===== config.mk =====
export PLATFORM = sky130hd
export DESIGN_NAME = pong_match_ctrl
export DESIGN_NICKNAME = d
export VERILOG_FILES = /design/src/rtl/pong_pkg.sv /design/src/rtl/button_edge_sync.sv /design/src/rtl/pong_match_ctrl.sv
export SDC_FILE = /design/constraint.sdc
export NUM_CORES = 1
export LEC_CHECK = 0
export CAP_MARGIN = 20
export CORE_ASPECT_RATIO = 1.1
export CORE_MARGIN = 10
export CORE_UTILIZATION = 40
export DETAILED_ROUTE_END_ITERATION = 8
export GPL_TIMING_DRIVEN = 0
export MAX_ROUTING_LAYER = met4
export PLACE_DENSITY_LB_ADDON = 0.12
export SYNTH_ARGS = -nofsm -noshare
export SYNTH_HDL_FRONTEND = slang
export SYNTH_SLANG_ARGS = --single-unit

===== constraint.sdc =====
create_clock -name clk_0 -period 6.1 [get_ports clk_0]
set_input_delay 1.22 -clock clk_0 [delete_from_list [all_inputs] [get_ports clk_0]]
set_output_delay 1.22 -clock clk_0 [all_outputs]
set_load 0.1 [all_outputs]

===== src/rtl/pong_pkg.sv =====
// Shared constants and types for the pong game: match FSM states, winner codes,
// video geometry and the pixel-clock frequency that timing delays derive from.
package pong_pkg;

    typedef enum logic [2:0] {
        ST_IDLE  = 3'd0,
        ST_SERVE = 3'd1,
        ST_PLAY  = 3'd2,
        ST_PAUSE = 3'd3,
        ST_POINT = 3'd4,
        ST_OVER  = 3'd5
    } state_t;

    localparam logic [1:0] WIN_NONE = 2'b00;
    localparam logic [1:0] WIN_P1   = 2'b01;
    localparam logic [1:0] WIN_P2   = 2'b10;

    localparam int H_VIDEO = 640;
    localparam int V_VIDEO = 480;

    localparam int CLK_FREQ_HZ = 25_175_000;
    // One second of ball hold before each serve.
    localparam int DEFAULT_SERVE_DELAY_CYC = CLK_FREQ_HZ;

endpackage


===== src/rtl/button_edge_sync.sv =====
// Synchronises a raw active-low button into the clk_0 domain and emits a
// one-cycle registered pulse on each press (falling edge of btn_n).
module button_edge_sync (
    input  logic clk_0,
    input  logic rst,
    input  logic btn_n,
    output logic pulse
);

    logic sync_0;
    logic sync_1;
    logic sync_prev;

    always_ff @(posedge clk_0 or negedge rst) begin
        if (!rst) begin
            sync_0    <= 1'b1;
            sync_1    <= 1'b1;
            sync_prev <= 1'b1;
            pulse     <= 1'b0;
        end else begin
            sync_0    <= btn_n;
            sync_1    <= sync_0;
            sync_prev <= sync_1;
            // High-to-low on the synchronised level; a held button gives one pulse.
            pulse     <= sync_prev & ~sync_1;
        end
    end

endmodule


===== src/rtl/pong_match_ctrl.sv =====
// Match sequencer: serve countdown, play/pause, point scoring and game over.
// Gates ball motion and requests ball re-centring for the physics block.
module pong_match_ctrl
    import pong_pkg::*;
#(
    parameter int WIN_SCORE       = 7,
    parameter int SERVE_DELAY_CYC = DEFAULT_SERVE_DELAY_CYC,
    parameter int CNT_W           = 25,
    parameter int SCORE_W         = 4
) (
    input  logic               clk_0,
    input  logic               rst,
    input  logic               start_n,
    input  logic               miss_left,
    input  logic               miss_right,
    output logic               play_en,
    output logic               serve_load,
    output logic               serve_dir,
    output logic [SCORE_W-1:0] score_p1,
    output logic [SCORE_W-1:0] score_p2,
    output logic [1:0]         winner,
    output logic [2:0]         state_o
);

    localparam logic [SCORE_W-1:0] WIN_VAL  = SCORE_W'(WIN_SCORE);
    localparam logic [CNT_W-1:0]   CNT_LAST = CNT_W'(SERVE_DELAY_CYC - 1);

    state_t             state;
    logic [CNT_W-1:0]   delay_cnt;
    logic               start_evt;

    button_edge_sync u_start_sync (
        .clk_0 (clk_0),
        .rst   (rst),
        .btn_n (start_n),
        .pulse (start_evt)
    );

    assign state_o = state;

    always_ff @(posedge clk_0 or negedge rst) begin
        if (!rst) begin
            state      <= ST_IDLE;
            play_en    <= 1'b0;
            serve_load <= 1'b0;
            serve_dir  <= 1'b0;
            score_p1   <= '0;
            score_p2   <= '0;
            winner     <= WIN_NONE;
            delay_cnt  <= '0;
        end else begin
            serve_load <= 1'b0;
            case (state)
                ST_IDLE: begin
                    if (start_evt) begin
                        state      <= ST_SERVE;
                        serve_dir  <= 1'b0;
                        serve_load <= 1'b1;
                        delay_cnt  <= '0;
                    end
                end
                ST_SERVE: begin
                    if (delay_cnt == CNT_LAST) begin
                        state   <= ST_PLAY;
                        play_en <= 1'b1;
                    end else begin
                        delay_cnt <= delay_cnt + CNT_W'(1);
                    end
                end
                ST_PLAY: begin
                    // Misses take priority over a coincident start press.
                    if (miss_left && miss_right) begin
                        state      <= ST_SERVE;
                        play_en    <= 1'b0;
                        serve_load <= 1'b1;
                        delay_cnt  <= '0;
                    end else if (miss_left) begin
                        if (score_p2 != WIN_VAL) score_p2 <= score_p2 + SCORE_W'(1);
                        serve_dir <= 1'b0;
                        state     <= ST_POINT;
                        play_en   <= 1'b0;
                    end else if (miss_right) begin
                        if (score_p1 != WIN_VAL) score_p1 <= score_p1 + SCORE_W'(1);
                        serve_dir <= 1'b1;
                        state     <= ST_POINT;
                        play_en   <= 1'b0;
                    end else if (start_evt) begin
                        state   <= ST_PAUSE;
                        play_en <= 1'b0;
                    end
                end
                ST_PAUSE: begin
                    if (start_evt) begin
                        state   <= ST_PLAY;
                        play_en <= 1'b1;
                    end
                end
                ST_POINT: begin
                    if (score_p1 == WIN_VAL) begin
                        winner <= WIN_P1;
                        state  <= ST_OVER;
                    end else if (score_p2 == WIN_VAL) begin
                        winner <= WIN_P2;
                        state  <= ST_OVER;
                    end else begin
                        state      <= ST_SERVE;
                        serve_load <= 1'b1;
                        delay_cnt  <= '0;
                    end
                end
                ST_OVER: begin
                    if (start_evt) begin
                        score_p1   <= '0;
                        score_p2   <= '0;
                        winner     <= WIN_NONE;
                        serve_dir  <= 1'b0;
                        state      <= ST_SERVE;
                        serve_load <= 1'b1;
                        delay_cnt  <= '0;
                    end
                end
                default: begin
                    state   <= ST_IDLE;
                    play_en <= 1'b0;
                end
            endcase
        end
    end

endmodule

After elaboration in Yosys (flattened, before gate mapping)

Index checks and enable logic that the tools add are counted.
Widths: inputs -> output; s select.

Register bits: 45
Latch bits: 0
Memory bits (writable): 0
Bits in read-only memories: 0
Input port bits: 5
Output and inout port bits: 16
Logic and storage cells: 106
Memories kept: 0

Add/subtract/negate cells: 3
Multipliers: 0
Div/mod/pow operators: 0
$lt $le $gt $ge: 0
Equality and inequality tests: 27
Shift-type cells: 0
Multiplexer cells: 46
Bitwise operators: 3
Reduce and logical (&&, ||, !) cells: 15

Operator list:

| kind                  | number |
|---|---|
| $mux 25               | 5 |
| $pmux 25 s4           | 1 |
| $mux 4                | 8 |
| $mux 3                | 9 |
| $add 25x1->25 const B | 1 |
| $eq 25x25->1 const B  | 1 |
| $ne 2x2->1 const B    | 11 |
| $pmux 4 s2            | 2 |
| $pmux 3 s5            | 1 |
| $mux 1                | 13 |
| $reduce_and 4->1      | 3 |
| $reduce_and 6->1      | 2 |
| $add 4x1->4 const B   | 2 |
| $eq 4x3->1 const B    | 2 |
| $ne 4x3->1 const B    | 2 |
| $eq 3x2->1 const B    | 2 |
| $eq 3x3->1 const B    | 2 |
| $mux 2                | 3 |
| $ne 2x1->1 const B    | 3 |
| $ne 3x3->1 const B    | 2 |
| $reduce_bool 2->1     | 3 |
| $ne 5x4->1 const B    | 1 |
| $reduce_and 5->1      | 1 |
| $pmux 1 s4            | 1 |
| other kinds (12)      | 13 |

Logic depth before layout (Yosys ltp)

Gate-level depths: netlist (run 1).

Word-level depth: 6
Mapped depth: 7
Mapped depth without buffers: 7

Hierarchy

A second synthesis (run 1) with hierarchy kept.

Cell total of the unflattened synthesis: 292
Area, all modules: 2,690.1 µm²

Modules (own cells, without submodules):

| module           | times used | cells an instance | area an instance (µm²) |
|---|---|---|---|
| pong_match_ctrl  | 1          | 287               | 2,572.5 |
| button_edge_sync | 1          | 5                 | 117.6 |

Worst setup path after synthesis (run 1)

Ideal clock, no wire load.

Path type: register to register
From: register score_p2[0]
To: register delay_cnt[13]
Arrival: 2.582 ns
Data required time: 5.996 ns
Path slack: 3.415 ns
Cell stages (with the launch flop): 8
Period minus slack after synthesis: 2.685 ns
Path through: dfrtp_1 > ha_1 > and3b_1 > nor4_2 > a211oi_2 > or3_4 > buf_6 > o41ai_2

Longest elaborated chain between the ends: 3

RTL lines:

| item                       | line                   | source |
|---|---|---|
| from (decl)                | pong_match_ctrl.sv:20  | `output logic [SCORE_W-1:0] score_p2,` |
| from (signal assigned)     | pong_match_ctrl.sv:78  | `if (score_p2 != WIN_VAL) score_p2 <= score_p2 + SCORE_W'(1);` |
| $eq 4x3->1                 | pong_match_ctrl.sv:102 | `end else if (score_p2 == WIN_VAL) begin` |
| $ne 2x2->1 (no line)       | --                     |  |
| $reduce_and 6->1 (no line) | --                     |  |
| to (signal assigned)       | pong_match_ctrl.sv:67  | `delay_cnt <= delay_cnt + CNT_W'(1);` |
| to (decl)                  | pong_match_ctrl.sv:29  | `logic [CNT_W-1:0] delay_cnt;` |

No other way between the ends.
A chain may end at the register's enable or synchronous reset.

Final worst setup path (run 1)

From: register state[2] (netlist: state_o[2])
To: output state_o[2]

RTL lines:

| item                   | line                  | source |
|---|---|---|
| from (decl)            | pong_match_ctrl.sv:28 | `state_t state;` |
| from (signal assigned) | pong_match_ctrl.sv:43 | `state <= ST_IDLE;` |
| from (signal assigned) | pong_match_ctrl.sv:56 | `state <= ST_SERVE;` |
| from (signal assigned) | pong_match_ctrl.sv:64 | `state <= ST_PLAY;` |
| to (decl)              | pong_match_ctrl.sv:22 | `output logic [2:0] state_o` |

No word-level cell between the ends.

==> out/qor.txt, run 1 <==
status - completed
Final Setup Violations - 0
area occupied by multi-input gates - 0.00143 mm²
commonest non-fill, non-tap cell in the layout - dfrtp_1
Worst-Skew Late Latency - 0.30 ns
CTS tree - yes
DR vias/cell - 6.00
final wirelength - 6610 µm
root buffer cell - clkbuf_8
post_cts resized - 0
Antenna Nets Post-Route - 0
Hold Crit Class - flip-flop to flip-flop
Port Buf Inserts - 20
post-synthesis adder-cell area fraction - 2.36%
register area - 0.00113 mm²
RR Startpoint - state_o[0]
GRT overflow - 0
fill cell count - 657
crit path capture type - output port
nets - 319
Fin Setup TNS - 0 ns
Hold Vio Cnt, Final - 0
Seq/Total Area, Yosys - 42.6%
clock-pin slew on the worst setup and hold paths - 0.08 ns
GRT met3 Usage - 3.14%
DRT Pass-1 Iters - 4
CTS buffer count - 5
clock tree buffer depth - 2
Vias - 2352
RSZ-0062 raised after global routing - no
WL/cell - 16.9 µm
Core Footprint - 0.00652 mm²
yosys warns - 0
DRC viols - 0
post-detail-place hpwl - 4780 µm
post-synthesis mux area share - 1.56%
slowest CP cell - clkdlybuf4s50_1
setup bufs post-CTS - 0
predominant post-synthesis flop cell - dfrtp_1
Post-synth EDFFs - 0
Iteration-0 DRC Markers - 134
initial antenna violation count - 0
pin count of the biggest net entering global routing - 29
WP data required - 4.88 ns
number of global-route vias before repair - 2328
Post-Synthesis Cells - 281
power per cell area - 488 mW/mm²
CTS H-tree lvls - 2
Max-cap violations - 0
period utilisation layout - 53.7%
peak supply drop - 264 µV
Tmin final - 3.28 ns
gpl congestion - 0.829
most used routing layer in global routing - met2
die width - 97.6 µm
grt met1 use - 16.8%
largest family of logic cells by synthesized area - compound AO/OA/AOI/OAI gates
Worst-Margin Slew - 0.975 ns
Crit Path Max Fanout - 8
syn nets - 291
Ant. Diodes - 0
first-pass GRT wire length - 11600 µm
final core utilization - 46.9%
synth-to-layout area growth - 15.4%
xor/xnor cell area share of the yosys netlist - 0.992%
met2 Track Usage GR - 21.6%
Ports - 21
CP Cell Sequence - clkdlybuf4s50_1
Worst Skew - 0.0114 ns
die height - 105 µm
fraction of the mapped netlist area in simple logic gates - 23.0%
Leak Pwr - 1.25 nW
CP delay by family, top - buffers and inverters
# clock sinks - 45
layout cell share with drive strength beyond 1 - 10.3%
critical path class - flip-flop to output port
cts hold-fix bufs - 0
FF+latch count, synth - 45
Mean Syn Cell Area - 9.43 µm²
fmax - 305 MHz
WP data arrival - 2.06 ns
Total Routing Usage GR - 13.5%
CP Launch Type - flip-flop
Site Rows - 31
Die Footprint - 0.0103 mm²
Max stage delay on crit path - 1.21 ns
Buf/Inv on CP - 1
compound-cell area share of the yosys netlist - 26.1%
Slew Viols, Final - 0
Post-synth ARST share - 100%
relative slew slack - 34.8%
Starting Density - 40.7%
HP Start - u_start_sync.sync_0
Crit. Startpoint - state_o[2]
commonest non-fill, non-tap cells in the layout - 42 x dfrtp_1, 31 x o21ai_0, 23 x nand2_1
Mapped Area - 0.00265 mm²
library cells used by synthesis - 52
-- per-layer routing --
layer  part of all wire [%]  wire [µm]
met5                      0          0
met4                    1.1         70
met3                    3.7        242
met2                     49       3260
met1                     46       3040
-- logic make-up after synthesis --
kind of cell / count (synthesis)
DFF: 45
buffers and inverters: 19
AOI/OAI and AO/OA: 99
adders and majority gates: 5
and+or+nand+nor: 106
xor gates and xnor gates: 3
muxes: 4
-- area by class of cell --
cell class              instances  area share (%)
well taps                      82            3.36
clock buffers                   8            2.95
repair buffers                 21            7.04
inverters                       5           0.614
flip-flops and latches         45            36.9
plain buffers                  14            2.25
multi-input cells             217            46.8
-- flip-flops by register name, summed over array words and instances, names as in the netlist --
register                cells
score_p1                    4
state_o                     3
u_start_sync.sync_prev      1
serve_load                  1
u_start_sync.pulse          1
delay_cnt                  25
play_en                     1
u_start_sync.sync_1         1
u_start_sync.sync_0         1
score_p2                    4
winner                      2
serve_dir                   1
-- worst paths after layout --
kind	slack (ns)	end	cells past startpoint
setup / recovery	2.82	state_o[2]	1
hold / removal	0.36	u_start_sync.sync_1	0
setup reg to reg	3.71	delay_cnt[13]	7
hold reg to reg	0.36	u_start_sync.sync_1	0
max in group asynchronous	4.66	u_start_sync.sync_0	2
min in group asynchronous	0.85	delay_cnt[20]	1
-- through the flow --
stage / std cells / total power [mW] / setup WS [ns] / hold slack, ns / instance area [µm²]
detailed placement: 384 / 1.31 / 2.72 / 0.347 / 2970
CTS: 392 / 1.51 / 2.80 / 0.360 / 3060
global placement: 383 / 1.30 / 2.46 / 0.346 / 2950
finish: 392 / 1.49 / 2.82 / 0.358 / 3060
global route: 392 / 1.59 / 2.76 / 0.368 / 3060
floorplan: 281 / 1.08 / 3.41 / 0.345 / 2650
-- power by group --
group	total [mW]	switching [mW]	internal, mW
logic	0.885	0.641	0.243
clock network	0.193	0.101	0.0926
registers	0.413	0.0578	0.355
total	1.49	0.800	0.691
-- Yosys cell counts (all sizes together), types with 2 or more instances --
master | instances | area [µm²]
a31oi | 4 | 25.0
o31ai | 17 | 128
o21ai | 31 | 155
and2 | 4 | 25.0
ha | 5 | 62.6
a31o | 2 | 17.5
nor2 | 17 | 63.8
o2bb2ai | 3 | 26.3
and3 | 8 | 50.1
buf | 7 | 42.5
nand4 | 7 | 43.8
a221o | 4 | 40.0
inv | 5 | 18.8
nand2 | 23 | 86.3
nand3b | 2 | 15.0
dfstp | 3 | 78.8
nand2b | 5 | 31.3
clkbuf | 7 | 26.3
nand3 | 16 | 80.1
nor3 | 2 | 10.0
and4b | 2 | 20.0
a41oi | 3 | 26.3
nor4 | 5 | 58.8
mux2i | 3 | 30.0
or3 | 2 | 17.5
o41ai | 5 | 81.3
a21oi | 17 | 85.1
a22oi | 3 | 22.5
nor2b | 5 | 31.3
a211oi | 4 | 35.0
xnor2 | 2 | 17.5
and4 | 2 | 17.5
dfrtp | 42 | 1050
and3b | 3 | 26.3
No activity file was read; power rests on OpenSTA's default activity.
==> run 2: changes to the inputs <==
Clock period 6.1 ns to 3.1 ns, I/O delays scaled along.
==> results of run 2 <==
The final DEF is identical to that of run 1. Status: completed.
Main changes from that run: setup slack after placement 2.72 ns -> 0.318 ns; clock-pin slew on the worst setup and hold paths 0.08 ns -> 0.09 ns; setup slack after layout 2.82 ns -> 0.424 ns; hold slack 0.358 ns -> 0.251 ns; register-to-register setup slack 3.71 ns -> 0.71 ns; total power 1.49 mW -> 2.93 mW; worst IR drop on VDD 264 µV -> 519 µV
